$ cat config.mk
export PLATFORM = sky130hd
export DESIGN_NAME = dft_scan_reg
export DESIGN_NICKNAME = d
export VERILOG_FILES = /design/src/rtl/dft_scan_reg.sv
export SDC_FILE = /design/constraint.sdc
export NUM_CORES = 1
export LEC_CHECK = 0
export CAP_MARGIN = 20
export CORE_MARGIN = 2
export CORE_UTILIZATION = 41
export CTS_CLUSTER_DIAMETER = 150
export DETAILED_ROUTE_END_ITERATION = 16
export HOLD_SLACK_MARGIN = 0.03
export PLACE_DENSITY = 0.84
export REMOVE_ABC_BUFFERS = 1
export SLEW_MARGIN = 20
export SYNTH_ARGS = -nofsm -noshare
export SYNTH_HDL_FRONTEND = slang
export SYNTH_SLANG_ARGS = --single-unit
$ cat constraint.sdc
create_clock -name refclk -period 1.3 [get_ports refclk]
set_clock_uncertainty 0.1 [all_clocks]
set_input_delay 0.13 -clock refclk [delete_from_list [all_inputs] [get_ports refclk]]
set_output_delay 0.13 -clock refclk [all_outputs]
set_load 0.005 [all_outputs]
$ cat src/rtl/dft_scan_reg.sv
// dft_scan_reg: scan-testable register with a load/capture/unload controller.
// Define DFT_MISR_EN to add a serial signature register compacting the unloaded bits.
module dft_scan_reg #(
    parameter int               WIDTH = 5,
    parameter logic [WIDTH-1:0] POLY  = WIDTH'(5'b00101)
) (
    input  logic             refclk,
    input  logic             reset,
    input  logic [WIDTH-1:0] data_in,
    output logic [WIDTH-1:0] data_out,
    input  logic             test_mode,
    input  logic             scan_start,
    input  logic             scan_in,
    output logic             scan_out,
    output logic             busy,
    output logic             done,
    output logic [WIDTH-1:0] signature
);
    localparam logic [2:0] IDLE    = 3'd0;
    localparam logic [2:0] LOAD    = 3'd1;
    localparam logic [2:0] CAPTURE = 3'd2;
    localparam logic [2:0] UNLOAD  = 3'd3;
    localparam logic [2:0] DONE    = 3'd4;
    localparam int         CW      = $clog2(WIDTH);

    logic [2:0]       state, state_nxt;
    logic [CW-1:0]    cnt;
    logic [WIDTH-1:0] sreg, sreg_nxt;
    logic             last, shifting;

    assign last     = cnt == CW'(WIDTH - 1);
    assign shifting = state == LOAD || state == UNLOAD;

    // Dropping test_mode overrides every state: return to IDLE and load functionally.
    always_comb begin
        state_nxt = !test_mode          ? IDLE :
                    state == IDLE       ? (scan_start ? LOAD : IDLE) :
                    state == LOAD       ? (last ? CAPTURE : LOAD) :
                    state == CAPTURE    ? UNLOAD :
                    state == UNLOAD     ? (last ? DONE : UNLOAD) : IDLE;
        sreg_nxt  = !test_mode          ? data_in :
                    shifting            ? {scan_in, sreg[WIDTH-1:1]} :
                    state == CAPTURE    ? data_in : sreg;
    end

    always_ff @(posedge refclk or posedge reset) begin
        if (reset) begin
            state <= IDLE;
            sreg  <= '0;
            cnt   <= '0;
        end else begin
            state <= state_nxt;
            sreg  <= sreg_nxt;
            cnt   <= (shifting && state_nxt == state) ? cnt + CW'(1) : '0;
        end
    end

    assign data_out = sreg;
    assign scan_out = sreg[0];
    assign busy     = state != IDLE;
    assign done     = state == DONE;

`ifdef DFT_MISR_EN
    logic [WIDTH-1:0] sig;

    always_ff @(posedge refclk or posedge reset) begin
        if (reset)
            sig <= '0;
        else if (state == IDLE && state_nxt == LOAD)
            sig <= '0;
        else if (state == UNLOAD)
            sig <= {sig[WIDTH-2:0], 1'b0} ^ (sig[WIDTH-1] ? POLY : '0) ^ WIDTH'(scan_out);
    end

    assign signature = sig;
`else
    logic unused_poly;

    assign unused_poly = ^POLY;
    assign signature   = '0;
`endif
endmodule

==> results <==
[layer usage]
layer | GRT usage (%) | vias up | wire (um)
met5 | 0 | - | 0
met4 | 4.516 | 0 | 0
met3 | 7.759 | 0 | 97
met2 | 29.69 | 22 | 704
met1 | 19.51 | 260 | 515
li1 | - | 244 | -
[sequential cells by signal, indices dropped and copies added, names as in the netlist]
| signal | flops |
|---|---|
| cnt | 3 |
| data_out | 5 |
| state | 3 |
[through the flow]
stage | total power, mW | hold slack, ns
CTS | 0.8032 | 0.06202
floorplan | 0.4463 | -0.1176
detailed placement | 0.5499 | 0.3588
global placement | 0.5464 | 0.3422
global route | 0.8608 | 0.1035
finish | 0.8086 | 0.05247
[cell type report]
cell class | instances | area, um^2
fill | 108 | 419.2
multi-input combinational | 36 | 292.8
sequential | 11 | 275.3
timing repair buffer | 31 | 270.3
clock buffer | 4 | 26.28
tap | 15 | 18.77
inverter | 4 | 15.01
[power groups by stage]
stage | clock network, mW | logic, mW | registers [mW]
global route | 0.268 | 0.211 | 0.382
finish | 0.235 | 0.194 | 0.379
detailed placement | 0 | 0.161 | 0.389
global placement | 0 | 0.159 | 0.387
CTS | 0.242 | 0.183 | 0.378
floorplan | 0 | 0.0571 | 0.389
[synthesized netlist by cell type (2+ instances only)]
master	count
and2_1	2
nor2_1	5
buf_4	7
inv_1	3
dfrtp_1	11
nand3_1	2
nand3b_1	5
ha_1	2
o221a_1	5
[worst reg2reg max path, cell delays in order (launching register included)]
cell and delay, ns:
dfrtp_1 0.38, buf_4 0.15, o31a_1 0.36, o221a_1 0.23
[cells in the final DEF, fill, tap and decap left out, types with 3 or more instances in the layout]
| cell type | count |
|---|---|
| nand3b_1 | 5 |
| dlygate4sd2_1 | 5 |
| nor2_1 | 5 |
| dfrtp_1 | 11 |
| clkbuf_4 | 3 |
| buf_6 | 3 |
| o221a_1 | 5 |
| buf_4 | 11 |
| conb_1 | 5 |
| clkdlybuf4s50_1 | 9 |
[kinds of logic after synthesis]
logic type | count (synthesis) | share of synthesized area (%)
other | 1 | 0.6336
buffers and inverters | 12 | 12.26
XOR/XNOR | 1 | 1.480
AND/OR/NAND/NOR | 18 | 18.82
multiplexers | 1 | 1.691
adder cells (fa/ha/maj) | 2 | 4.228
AO/OA/AOI/OAI | 9 | 14.38
flip-flops | 11 | 46.51
[what timing repair did]
item                       in CTS  in global routing
setup buffers                   7                  0
setup endpoints to repair      13                 13
hold endpoints to repair        0                  0
gates resized for setup        17                  7
pin swaps                       7                  3
[how the worst max path moves through the flow]
stage | startpoint | endpoint | slack (ns) | depth (start not counted)
final | state[2]$_DFF_PP0_ | busy | -0.08 | 2
after global routing | state[2]$_DFF_PP0_ | busy | -0.13 | 2
after CTS | state[2]$_DFF_PP0_ | busy | -0.08 | 2
after detailed placement | state[2]$_DFF_PP0_ | busy | -0.20 | 2
after global placement | state[2]$_DFF_PP0_ | busy | -0.18 | 2
after floorplan | state[1]$_DFF_PP0_ | data_out[0]$_DFFE_PP0P_ | 0.1 | 3
==> impl_metrics.env <==
export IMPL_initial_utilization_pct=44.92
export IMPL_setup_ws_ns=-0.07613
export IMPL_final_antenna_net_count=0
export IMPL_wl_per_cell_um=13.05
export IMPL_syn_area_per_cell_um2=10.76
export IMPL_clk_latency_ns=0.27
export IMPL_ir_worst_vdd_mv=0.8354
export IMPL_ys_seq_elements=11
export IMPL_reg2reg_depth=3
export IMPL_seq_power_share_pct=46.9
export IMPL_synthDominantCellAreaShare_pct=46.51
export IMPL_ctsHoldBuffers=0
export IMPL_violations="negative setup slack"
export IMPL_timing_final_crit_share_pct=105.9
export IMPL_leakage_nw=0.4138
export IMPL_r2r_slack_ns=-0.03
export IMPL_netlist_area_um2=591.8
export IMPL_path_buf_inv=1
export IMPL_netlist_instances=55
export IMPL_crit_fanout=2
export IMPL_hp_class="input pin to asynchronous set/reset pin"
export IMPL_p_switching_mw=0.2037
export IMPL_std_cell_rows=13
export IMPL_dp_slack_ns=-0.2037
export IMPL_nets=99
export IMPL_die_area_um2=1763
export IMPL_yosysWarningCount=0
export IMPL_slowest_delay_ns=0.38
export IMPL_reg2reg_to="data_out[0]$_DFFE_PP0P_"
export IMPL_stdcell_count=101
export IMPL_crit_type="flop to output port"
export IMPL_io_buffers=17
export IMPL_setup_viol=7
export IMPL_cap_violations=0
export IMPL_drive_gt1_share_pct=30.23
export IMPL_grt_pass1_vias=554
export IMPL_place_area_um2=790.8
export IMPL_drt_first_pass_iters=4
export IMPL_via_per_inst=5.208
export IMPL_cp_arrival_ns=1.15
export IMPL_reg2reg_from="state[2]$_DFF_PP0_"
export IMPL_core_area_um2=1318
export IMPL_grt_antenna_before_repair=0
export IMPL_cts_tree="yes"
export IMPL_clock_fmax_ghz=0.7267
export IMPL_root_buffer="clkbuf_4"
export IMPL_p_int_mw=0.6049
export IMPL_synth_cell_types=22
export IMPL_synth_edf_count=0
export IMPL_cts_buffer_depth=2
export IMPL_ios=23
export IMPL_crit_required_ns=1.07
export IMPL_grt_max_degree=12
export IMPL_ys_top_cells_by_area="dfrtp_1, o221a_1, buf_4, nand3b_1, ha_1"
export IMPL_die_h_um=41.99
export IMPL_cp_cell_sequence="or3_4, buf_2"
export IMPL_grtUsageTotal_pct=17.36
export IMPL_crit_family="flip-flops"
export IMPL_slew_violations=0
export IMPL_end_kind="output port"
export IMPL_synth_main_ff_cell="dfrtp_1"
export IMPL_cts_sinks=11
export IMPL_cts_htree_levels=1
export IMPL_drc=0
export IMPL_crit_slowest_cell="dfrtp_1"
export IMPL_power_density_nw_per_um2=900.1
export IMPL_synthArstFlopShare_pct=100.0
export IMPL_ys_seq_area_share_pct=46.51
export IMPL_antenna_cells=0
export IMPL_gr_total_overflow=0
export IMPL_status="finished, violations left"
export IMPL_swShare_pct=25.19
export IMPL_place_congestion=0.7203
export IMPL_rsz0062_at_grt="yes"
export IMPL_pwr_share_clk_pct=29.1
export IMPL_numPlacedInstances=90
export IMPL_grt_pass1_wl_um=2270
export IMPL_final_core_util_pct=68.19
export IMPL_vias=526
export IMPL_synth_top_cell_by_area="dfrtp_1"
export IMPL_final_cell_area_um2=898.4
export IMPL_cts_buffers=3
export IMPL_clk_pin_slew_ns=0.07
export IMPL_min_period_ns=1.376
export IMPL_die_w_um=41.99
export IMPL_worstSetupStartpointType="flop"
export IMPL_p_comb_share_pct=24.0
export IMPL_tns_ns=-0.2068
export IMPL_wl_um=1318
export IMPL_drt_iter0_drc=6
export IMPL_dp_hpwl_um=882.6
export IMPL_timing_hold_violations_final=0
export IMPL_area_growth_pct=51.80
Power figures use the tool's default switching activity.
